<file path="config.mk">
export PLATFORM = sky130hd
export DESIGN_NAME = move_match_scorer_flat
export DESIGN_NICKNAME = d
export VERILOG_FILES = /design/src/rtl/move_match_scorer_if.sv /design/src/rtl/move_match_scorer.sv /design/src/flat_wrapper.sv
export SDC_FILE = /design/constraint.sdc
export NUM_CORES = 1
export LEC_CHECK = 0
export CORE_ASPECT_RATIO = 1.5
export CORE_UTILIZATION = 30
export CTS_BUF_LIST = sky130_fd_sc_hd__clkbuf_2 sky130_fd_sc_hd__clkbuf_4 sky130_fd_sc_hd__clkbuf_8
export DETAILED_ROUTE_END_ITERATION = 12
export SKIP_LAST_GASP = 1
export SLEW_MARGIN = 10
export SYNTH_ARGS = -nofsm -noshare
export SYNTH_HDL_FRONTEND = slang
export SYNTH_SLANG_ARGS = --single-unit
export TNS_END_PERCENT = 10
</file>
<file path="constraint.sdc">
create_clock -name clock -period 2.06 [get_ports clock]
set_input_delay 0.412 -clock clock [delete_from_list [all_inputs] [get_ports clock]]
set_output_delay 0.412 -clock clock [all_outputs]
set_load 0.1 [all_outputs]
</file>
<file path="src/rtl/move_match_scorer_if.sv">
// Bundle of the move-entry controls and the score/result outputs of the
// move/match scorer. The master side drives the buttons and moves, and the
// slave side (the scorer) drives the scores and the match flags.
interface move_match_scorer_if #(
  parameter int NUM_MOVES = 3,
  parameter int DIGITS    = 2
);
  logic                   enter;
  logic                   newGame;
  logic [NUM_MOVES-1:0]   hMove;
  logic [NUM_MOVES-1:0]   cMove;
  logic [4*DIGITS-1:0]    hScore;
  logic [4*DIGITS-1:0]    cScore;
  logic [1:0]             roundResult;
  logic                   badMove;
  logic                   win;
  logic                   lose;

  modport master (
    output enter, newGame, hMove, cMove,
    input  hScore, cScore, roundResult, badMove, win, lose
  );

  modport slave (
    input  enter, newGame, hMove, cMove,
    output hScore, cScore, roundResult, badMove, win, lose
  );
endinterface

</file>
<file path="src/rtl/move_match_scorer.sv">
// Scorekeeper for the human-vs-computer move game. Each rising edge of the
// enter button compares the one-hot human and computer moves, updates the
// BCD round-win counts and ends the match once a player reaches WIN_SCORE.
// A move beats the move whose index is one below it, cyclically.
module move_match_scorer #(
  parameter int NUM_MOVES = 3,
  parameter int DIGITS    = 2,
  parameter int WIN_SCORE = 5
) (
  input  logic                  clock,
  input  logic                  reset,
  move_match_scorer_if.slave    bus
);

  typedef enum logic {PLAY, DONE} stateT;

  localparam int SW = 4 * DIGITS;

  // Convert an integer to packed BCD, least significant digit in the low nibble.
  function automatic logic [SW-1:0] toBcd(input int value);
    logic [SW-1:0] result;
    int rest;
    result = '0;
    rest   = value;
    for (int k = 0; k < DIGITS; k++) begin
      result[4*k +: 4] = 4'(rest % 10);
      rest = rest / 10;
    end
    return result;
  endfunction

  // Ripple-carry BCD increment; an all-9s value saturates instead of wrapping.
  function automatic logic [SW-1:0] bcdInc(input logic [SW-1:0] score);
    logic [SW-1:0] result;
    logic          carry;
    logic          allNines;
    logic [3:0]    digit;
    allNines = 1'b1;
    for (int k = 0; k < DIGITS; k++) begin
      if (score[4*k +: 4] != 4'd9) allNines = 1'b0;
    end
    result = score;
    carry  = 1'b1;
    for (int k = 0; k < DIGITS; k++) begin
      digit = score[4*k +: 4];
      if (carry) begin
        if (digit == 4'd9) begin
          digit = 4'd0;
        end else begin
          digit = digit + 4'd1;
          carry = 1'b0;
        end
      end
      result[4*k +: 4] = digit;
    end
    return allNines ? score : result;
  endfunction

  // Position of the highest set bit; only meaningful for one-hot inputs.
  function automatic int moveIndex(input logic [NUM_MOVES-1:0] move);
    int idx;
    idx = 0;
    for (int i = 0; i < NUM_MOVES; i++) begin
      if (move[i]) idx = i;
    end
    return idx;
  endfunction

  localparam logic [SW-1:0] WIN_BCD = toBcd(WIN_SCORE);

  stateT          currState, nextState;
  logic           enterQ;
  logic           press;
  logic [SW-1:0]  hScoreQ, hScoreD;
  logic [SW-1:0]  cScoreQ, cScoreD;
  logic [1:0]     resultQ, resultD;
  logic           badQ, badD;
  logic           winQ, winD;
  logic           loseQ, loseD;
  logic [SW-1:0]  hInc, cInc;
  int             hi, ci;

  assign press = bus.enter & ~enterQ;
  assign hi    = moveIndex(bus.hMove);
  assign ci    = moveIndex(bus.cMove);
  assign hInc  = bcdInc(hScoreQ);
  assign cInc  = bcdInc(cScoreQ);

  // Register the FSM state, scores, flags and the enter edge detector; enterQ
  // resets high so a button held through reset never counts as a press.
  always_ff @(posedge clock or negedge reset) begin
    if (!reset) begin
      currState <= PLAY;
      enterQ    <= 1'b1;
      hScoreQ   <= '0;
      cScoreQ   <= '0;
      resultQ   <= 2'b00;
      badQ      <= 1'b0;
      winQ      <= 1'b0;
      loseQ     <= 1'b0;
    end else begin
      currState <= nextState;
      enterQ    <= bus.enter;
      hScoreQ   <= hScoreD;
      cScoreQ   <= cScoreD;
      resultQ   <= resultD;
      badQ      <= badD;
      winQ      <= winD;
      loseQ     <= loseD;
    end
  end

  // Next-state logic: newGame clears everything and wins over a press; a press
  // in PLAY evaluates the round, and in DONE everything holds.
  always_comb begin
    nextState = currState;
    hScoreD   = hScoreQ;
    cScoreD   = cScoreQ;
    resultD   = resultQ;
    badD      = badQ;
    winD      = winQ;
    loseD     = loseQ;
    if (bus.newGame) begin
      nextState = PLAY;
      hScoreD   = '0;
      cScoreD   = '0;
      resultD   = 2'b00;
      badD      = 1'b0;
      winD      = 1'b0;
      loseD     = 1'b0;
    end else if (press && currState == PLAY) begin
      if (!$onehot(bus.hMove) || !$onehot(bus.cMove)) begin
        badD    = 1'b1;
        resultD = 2'b00;
      end else begin
        badD = 1'b0;
        if (hi == ci) begin
          resultD = 2'b11;
        end else if (ci == (hi + NUM_MOVES - 1) % NUM_MOVES) begin
          resultD = 2'b01;
          hScoreD = hInc;
          if (hInc == WIN_BCD) begin
            winD      = 1'b1;
            nextState = DONE;
          end
        end else if (hi == (ci + NUM_MOVES - 1) % NUM_MOVES) begin
          resultD = 2'b10;
          cScoreD = cInc;
          if (cInc == WIN_BCD) begin
            loseD     = 1'b1;
            nextState = DONE;
          end
        end else begin
          resultD = 2'b00;
        end
      end
    end
  end

  assign bus.hScore      = hScoreQ;
  assign bus.cScore      = cScoreQ;
  assign bus.roundResult = resultQ;
  assign bus.badMove     = badQ;
  assign bus.win         = winQ;
  assign bus.lose        = loseQ;

endmodule
</file>
<file path="src/flat_wrapper.sv">
// flat-port wrapper written by rule: the top's interface ports become plain ports
module move_match_scorer_flat 
#(
  parameter int NUM_MOVES = 3,
  parameter int DIGITS    = 2,
  parameter int WIN_SCORE = 5
)
  (clock, reset, bus_enter, bus_newGame, bus_hMove, bus_cMove, bus_hScore, bus_cScore, bus_roundResult, bus_badMove, bus_win, bus_lose);
  move_match_scorer_if #(.NUM_MOVES(NUM_MOVES), .DIGITS(DIGITS)) bus_i ();
  input  logic clock;
  input  logic reset;
  input wire logic [$bits(bus_i.enter)-1:0] bus_enter;
  input wire logic [$bits(bus_i.newGame)-1:0] bus_newGame;
  input wire logic [$bits(bus_i.hMove)-1:0] bus_hMove;
  input wire logic [$bits(bus_i.cMove)-1:0] bus_cMove;
  output wire logic [$bits(bus_i.hScore)-1:0] bus_hScore;
  output wire logic [$bits(bus_i.cScore)-1:0] bus_cScore;
  output wire logic [$bits(bus_i.roundResult)-1:0] bus_roundResult;
  output wire logic [$bits(bus_i.badMove)-1:0] bus_badMove;
  output wire logic [$bits(bus_i.win)-1:0] bus_win;
  output wire logic [$bits(bus_i.lose)-1:0] bus_lose;
  assign bus_i.enter = bus_enter;
  assign bus_i.newGame = bus_newGame;
  assign bus_i.hMove = bus_hMove;
  assign bus_i.cMove = bus_cMove;
  assign bus_hScore = bus_i.hScore;
  assign bus_cScore = bus_i.cScore;
  assign bus_roundResult = bus_i.roundResult;
  assign bus_badMove = bus_i.badMove;
  assign bus_win = bus_i.win;
  assign bus_lose = bus_i.lose;
  move_match_scorer #(.NUM_MOVES(NUM_MOVES), .DIGITS(DIGITS), .WIN_SCORE(WIN_SCORE)) u_core (.clock(clock), .reset(reset), .bus(bus_i));
endmodule
</file>
# Word-level counts from Yosys, hierarchy flattened
# Index checks and enable logic that the tools add are counted.
[totals]
reg_bits = 23
inputBits = 10
out_inout_bits = 21
wordCells = 116
[classes]
addsub = 12
div_mod_pow = 2
eq_ne = 19
muxes = 56
n_bitwise = 3
reduce_logical = 16
[ops]
columns = ["operator", "n"]
rows = [
  ["$mux 8", 13],
  ["$mod 32x3->32 const B", 2],
  ["$sub 32x2->32 const B", 2],
  ["$add 32x3->32 const B", 1],
  ["$eq 3x32->1", 1],
  ["$eq 32x3->1", 1],
  ["$eq 32x32->1", 1],
  ["$mux 32", 1],
  ["$mux 1", 29],
  ["$mux 4", 6],
  ["$add 4x1->4 const B", 4],
  ["$eq 4x4->1 const B", 4],
  ["$eq 8x3->1 const B", 2],
  ["$ne 4x4->1 const B", 4],
  ["$mux 2", 7],
  ["$reduce_and 6->1", 2],
  ["$reduce_and 5->1", 2],
  ["$reduce_bool 2->1", 5],
  ["$ne 2x2->1 const B", 3],
  ["$reduce_bool 3->1", 2],
  ["$add 1x1->2", 2],
  ["$add 2x1->2", 2],
  ["$eq 2x1->1 const B", 2],
  ["$reduce_and 4->1", 1],
  ["other kinds (7)", 9],
]

# Logic depth before layout (Yosys ltp)
[logic_depth]
depth_word = 12
depth_mapped = 8
ltp_nobuf = 7

# Least setup slack after synthesis
# No wires, ideal clock.
[synth_path]
kind = "reg2reg"
start = "register u_core.cScoreQ[0] (netlist: u_core.bus.cScore[0])"
end = "register u_core.cScoreQ[7] (netlist: u_core.bus.cScore[7])"
setup_ns = 0.078
arrival_ns = 2.687
t_required_ns = 1.982
setup_slack_ns = -0.706
stages_incl_launch_ff = 8
path_buffers = 1
synth_period_minus_slack_ns = 2.766
cell_sequence = "dfrtp_1 > ha_1 > and3b_1 > clkbuf_1 > nand2_1 > or4_4 > or4_1 > a21oi_1"
[synth_via]
elab_chain_cells = 10
word_cells_on_any_way = 13
classes_between = "eq/ne: 2; mux: 11"
[synth_rtl]
columns = ["element", "line", "rtl"]
rows = [
  ["from (decl)", "move_match_scorer.sv:75", "logic [SW-1:0] cScoreQ, cScoreD;"],
  ["from (signal assigned)", "move_match_scorer.sv:105", "cScoreQ <= cScoreD;"],
  ["$eq 4x4->1 / $ne 4x4->1 (equally long branches)", "move_match_scorer.sv:47, move_match_scorer.sv:40", ""],
  ["$mux 1 (on tied branches)", "move_match_scorer.sv:47, move_match_scorer.sv:40", ""],
  ["$mux 4 / $mux 1 (equally long branches)", "move_match_scorer.sv:46, move_match_scorer.sv:40", ""],
  ["$mux 8 *", "move_match_scorer.sv:56", "return allNines ? score : result;"],
  ["$mux 8 *", "move_match_scorer.sv:146", "end else if (hi == (ci + NUM_MOVES - 1) % NUM_MOVES) begin"],
  ["$mux 8 *", "move_match_scorer.sv:139", "end else if (ci == (hi + NUM_MOVES - 1) % NUM_MOVES) begin"],
  ["$mux 8 *", "move_match_scorer.sv:137", "if (hi == ci) begin"],
  ["$mux 8 *", "move_match_scorer.sv:132", "if (!$onehot(bus.hMove) || !$onehot(bus.cMove)) begin"],
  ["$mux 8 *", "move_match_scorer.sv:131", "end else if (press && currState == PLAY) begin"],
  ["$mux 8 *", "move_match_scorer.sv:123", "if (bus.newGame) begin"],
]
# Mark *: on every way between the ends. The rest lies on a longest branch, timed or not. The select of a mux whose other input is x is not followed.
# A chain may end at the register's enable or synchronous reset.

# Final worst setup path
[layout_path]
start = "input port bus_hMove[1]"
end = "register u_core.cScoreQ[2] (netlist: u_core.bus.cScore[2])"
[layout_via]
elab_chain_cells = 8
word_cells_on_any_way = 18
classes_between = "add/sub: 4; div: 1; eq/ne: 7; mux: 2; reduce/logical: 4"
[layout_rtl]
columns = ["element", "line", "rtl"]
rows = [
  ["from (decl)", "flat_wrapper.sv:14", "input wire logic [$bits(bus_i.hMove)-1:0] bus_hMove;"],
  ["$mux 1", "move_match_scorer.sv:64", "if (move[i]) idx = i;"],
  ["$mux 32", "move_match_scorer.sv:64", ""],
  ["$add 32x3->32", "move_match_scorer.sv:139", ""],
  ["$sub 32x2->32", "move_match_scorer.sv:139", ""],
  ["$mod 32x3->32", "move_match_scorer.sv:139", ""],
  ["$eq 3x32->1", "move_match_scorer.sv:139", ""],
  ["$ne 2x2->1 (no line)", "--", ""],
  ["$reduce_and 5->1 (no line) *", "--", ""],
]
# Mark *: on every way between the ends. The rest lies on a longest branch, timed or not.

==> metrics.md <==
| Metric | Value |
|---|---|
| Worst R2R End | u_core.bus.cScore[7] |
| RD Place Congestion | 0.840 |
| Final setup fails | 8 |
| Top cell type's share of synthesized area | 38.3% |
| Clock skew | 0.00395 ns |
| Initial antenna violation count | 0 |
| Outcome | complete, but fails checks |
| Mapped Nets | 170 |
| Period utilization | 106% |
| Clock Latency Late Sink | 0.26 ns |
| Min cycle time layout | 2.18 ns |
| Failing checks | negative setup slack |
| Area after DPL | 1990 um^2 |
| Vias in the first global route | 1450 |
| CTS tree | done |
| Seq/Total Area, Yosys | 40.2% |
| # fillers | 438 |
| Commonest non-fill, non-tap cell in the layout | buf_4 |
| Crit path from | bus_hMove[1] |
| Final Instance Area | 2150 um^2 |
| Post-synthesis simple-gate area fraction | 25.8% |
| Main combinational cell family by area after synthesis | simple AND/OR/NAND/NOR gates |
| Clk pin slew, worst setup/hold paths | 0.09 ns |
| Leading area contributor after synthesis | dfrtp_1 |
| Setup ws final | -0.118 ns |
| Final #Nets | 229 |
| Starting Density | 31.6% |
| First-pass GRT wire length | 6470 um |
| Setup crit start kind | primary input |
| Critical Path AT | 2.37 ns |
| Die W | 58.5 um |
| Fmax | 459 MHz |
| Antenna Diode Count | 0 |
| Row count | 30 |
| Crit Path Class | primary input to flop |
| Hold Crit Class | primary input to flop |
| Syn Inst Count | 154 |
| Tot GR Track Use | 16.3% |
| H-tree depth | 1 |
| Slew headroom | 63.7% |
| Commonest non-fill, non-tap cells in the layout | buf_4 (41), dfrtp_1 (18), nor2_1 (16), a21oi_1 (13) |
| Total CTS buffers | 3 |
| Port Buffers | 30 |
| Setup crit end | u_core.bus.cScore[2] |
| Final ANT Viol Nets | 0 |
| Post-Syn Area per Cell | 9.33 um^2 |
| Hold_buf cts | 0 |
| Slew at the pin closest to its max-slew limit | 0.539 ns |
| TritonCTS sink count | 23 |
| Fraction of layout cells with a size suffix above 1 | 42.0% |
| Die area | 5070 um^2 |
| Compound-Gate Fraction of Synth Area | 18.9% |
| Post-synth top flop | dfrtp_1 |
| Core area | 4540 um^2 |
| Crit-path max FO | 3 |
| Pin count of the biggest net entering global routing | 24 |
| Final wirelength | 3840 um |
| Vias | 1381 |
| Synth Register Bits | 23 |
| Drt first pass iters | 4 |
| RSZ-0062 raised after global routing | true |
| Register-to-Register Path Depth | 7 |
| DR vias/cell | 5.00 |
| Fin. max-slew vios | 0 |
| Final count of hold timing violations | 0 |
| Asr flop ratio synth | 100% |
| Post-Route Utilization | 47.2% |
| Lkg Pwr | 0.905 nW |
| R2R Path Start | u_core.bus.cScore[1] |
| DRC violations left | 0 |
| DP HPWL | 2860 um |
| Xor and xnor area share after synthesis | 3.05% |
| Synth cell types | 46 |
| Clk root buf | clkbuf_8 |
| Peak VDD IR | 0.224 mV |
| I/O Pins | 31 |
| Ys Warns | 0 |
| Synthesized-area fraction occupied by adder cells | 6.27% |
| Iter 0 DRT Violations | 20 |
| Internal reg-to-reg setup slack | -0.01 ns |
| Worst endpoint required time | 2.26 ns |
| Mux share of post-synthesis cell area | 1.39% |
| Max Buffers Root-to-Sink | 2 |
| GRT overflow | 0 |
| Area contributors post-synth | dfrtp_1 (38%), a21oi_1 (4.9%), nor2_1 (4.4%) |
| Post-synth EDFFs | 0 |
| Die span in y | 86.7 um |
| Pwr/cell area | 418 nW/um^2 |
| Area delta synth->final | 49.4% |
| Synthesized cell area | 1440 um^2 |
| Avg WL per Cell | 13.9 um |
| Crit end category | flop |
| Max capacitance violation total | 0 |
-- worst max-delay path: stages --
cell     delay [ns]
buf_6          0.07
inv_2          0.03
fa_1           0.48
nor2_2         0.18
nand4_4        0.11
buf_6          0.14
or3_4          0.39
or4_4          0.44
a21oi_2        0.12
-- state kept, by name (all words and copies together) (netlist names) --
register                flops
u_core.bus.cScore           8
u_core.bus.hScore           8
u_core.bus.roundResult      2
u_core.bus.badMove          1
u_core.bus.lose             1
u_core.bus.win              1
u_core.currState            1
u_core.enterQ               1
-- per-layer routing --
| layer | vias to the layer above | track usage, % | part of all wire (%) |
|---|---|---|---|
| li1 | 679 | - | - |
| met3 | 2 | 1.79 | 1.4 |
| met2 | 16 | 30.9 | 57 |
| met5 | - | 0 | 0 |
| met4 | 0 | 5.19 | 1.1 |
| met1 | 684 | 18.3 | 40 |
-- timing repair --
action | in CTS | in global routing
pin swaps | 7 | 10
setup endpoints to repair | 18 | 21
setup buffers | 9 | 1
resized for setup | 36 | 14
endpoints found under the hold margin | 0 | 0
-- power breakdown --
part | internal [W] | switching [W]
clock | 0.000137 | 0.000147
sequential | 0.000455 | 0.00000341
combinational | 0.0000688 | 0.0000864
-- synth_stat cells, types with 2 or more instances --
cell type,instances
dfrtp_1,22
nor2_1,17
a21oi_1,14
inv_1,14
nand2_1,7
o21ai_0,5
a211oi_1,4
ha_1,4
nand3_1,4
xnor2_1,4
clkbuf_1,3
nor3_1,3
nor3b_1,3
nor4b_1,3
o31ai_1,3
or3_1,3
or4_1,3
a22oi_1,2
and3b_1,2
fa_1,2
mux2i_1,2
nand2b_1,2
nor4_1,2
o22ai_1,2
o31a_1,2
or2_2,2
-- kinds of logic (layout without fill, tap and decap cells) --
kind of cell	count (synthesis)	count (layout)
fa+ha+maj	6	6
mux	2	2
buf+inv	17	75
compound gates	41	41
xor+xnor	5	5
simple gates	60	60
flops	23	23
-- through the flow --
stage / hold slack (ns) / TNS, ns / std cells / total power [W] / setup WS [ns]
6_report: 0.411 / -0.189 / 276 / 0.000898 / -0.118
5_1_grt: 0.404 / -1.74 / 276 / 0.000941 / -0.184
4_1_cts: 0.403 / -1.68 / 278 / 0.000914 / -0.246
3_5_place_dp: 0.514 / -10.55 / 265 / 0.000601 / -0.759
3_3_place_gp: 0.493 / -9.67 / 265 / 0.000598 / -0.705
2_1_floorplan: 0.116 / -2.24 / 154 / 0.000534 / -0.311
-- layout make-up --
cell class	instances	area [um^2]	share of cell area, %
flip-flops and latches	23	587	27.3
repair buffers	57	520	24.3
inverters	14	55.1	2.57
well taps	64	80.1	3.73
clock inverters	1	7.51	0.350
clock buffers	3	41.3	1.92
multi-input cells	114	855	39.8
-- worst min-delay path by stage --
stage / slack, ns / startpoint / end / cells past startpoint
final: 0.41 / bus_enter / u_core.enterQ / 1
after global placement: 0.49 / u_core.bus.lose / u_core.bus.lose / 2
after CTS: 0.40 / bus_enter / u_core.enterQ / 1
after detailed placement: 0.51 / u_core.bus.roundResult[0] / u_core.bus.roundResult[0] / 2
after floorplan: 0.12 / reset / u_core.bus.badMove / 0
after global routing: 0.40 / bus_enter / u_core.enterQ / 1
Power figures use the tool's default switching activity.
==> patch, RTL diff (same settings) <==
Make the reset (`reset`) synchronous in one clocked block.
--- a/src/rtl/move_match_scorer.sv
+++ b/src/rtl/move_match_scorer.sv
@@ -89,5 +89,5 @@
   // Register the FSM state, scores, flags and the enter edge detector; enterQ
   // resets high so a button held through reset never counts as a press.
-  always_ff @(posedge clock or negedge reset) begin
+  always_ff @(posedge clock) begin
     if (!reset) begin
       currState <= PLAY;
Check against the original RTL: differs if reset is asserted again (counterexample within 4 cycles, from zero or initial values and one cycle with reset low); with reset held inactive, the same outputs for 10 cycles.
==> patch against the original RTL <==
Wire length is 13% lower. Area after synthesis is 10% lower. Setup slack better by 150 ps. Total power is 4.6% lower. Critical path type unchanged. Via count is 3.3% lower. Global-route usage is 1.3 points lower. Non-clock buffer count is 1 lower. Core utilization is 1.6 points lower. Sequential cell count stayed put. Final area is 14% lower. Maximum frequency is 7.4% higher.
==> patch: results (changes against the original RTL) <==
status: "finished, final reports clean"
dpl.cell_count: 239  # -9.8%
crit_path_start: "bus_enter"
synthMuxAreaShare_pct: 0.7782  # -0.62 points
ir_worst_vdd_mv: 0.2650  # +18%
grt_usage_pct: 14.93  # -1.3 points
dp_hpwl_um: 2458  # -14%
swShare_pct: 23.68  # -2.7 points
postSynth.asyncResetShare_pct: 0  # -100 points
fin_skew_ps: 3.278  # -0.6730 ps
cts.repair.resized: 34  # -5.6%
wl_per_cell_um: 13.33  # -4.3%
crit_slowest_cell: "clkdlybuf4s50_1"
yosys-top-cells-count: "dfxtp_1, inv_1, nand2_1, nand3_1, nor2_1"
holdCritStartpoint: "u_core.bus.roundResult[0]$_SDFFE_PP0P_"
vias: 1335  # -3.3%
met2_length_um: 1772  # -20%
syn_inst: 152  # -1.3%
place_congestion: 0.8815  # +4.9%
cp_max_fo: 8  # +5
vias_per_cell: 5.298  # +5.9%
yosysSeqAreaShare_pct: 35.80  # -4.4 points
synth-adder-area-share_pct: 3.113  # -3.2 points
pre_cts_ws_ps: -682.7  # +76.18 ps
synth_area_leaders: "dfxtp_1, nand3_1, a21oi_1"
fmax_mhz: 493.3  # +7.4%
dpl_cell_area_um2: 1697  # -15%
synth-compound-area-share_pct: 17.51  # -1.4 points
gr-usage-met2_pct: 29.88  # -1.1 points
synthesis.nets: 164  # -3.5%
pg_comb_mw: 0.109  # -30%
drive_gt1_share_pct: 37.68  # -4.3 points
min_path_type: "register to register"
ff2ff_setup_slack_ps: 300  # +310 ps
grt_pass1_wl_um: 5540  # -14%
==> patch: cell types whose count changed after synthesis, sizes merged, moves of 4 or more <==
cell    before  now
or4          4    0
nand3        4    9
inv         14    9
or3b         0    4
o21ai        5    9
a21oi       14    9
nor2        17   10
dfrtp       22    0
buf          0    4
o21a         0    4
ha           4    0
nor2b        1    5
nand2b       2    6
dfxtp        0   23
==> patch: layout make-up <==
cell class	count	area, um2
timing repair buffer	56	435.4
tap	45	56.30
sequential	23	465.4
inverter	9	33.78
multi-input combinational	115	800.8
clock buffer	4	48.80
fill	398	2188
==> patch: path summary, 6_finish.rpt <==
check                                           endpoint  cells after the start
setup / recovery       u_core.bus.cScore[4]$_SDFFE_PP0P_                      7
hold / removal    u_core.bus.roundResult[0]$_SDFFE_PP0P_                      2
setup reg to reg       u_core.bus.hScore[2]$_SDFFE_PP0P_                      6
hold reg to reg   u_core.bus.roundResult[0]$_SDFFE_PP0P_                      2
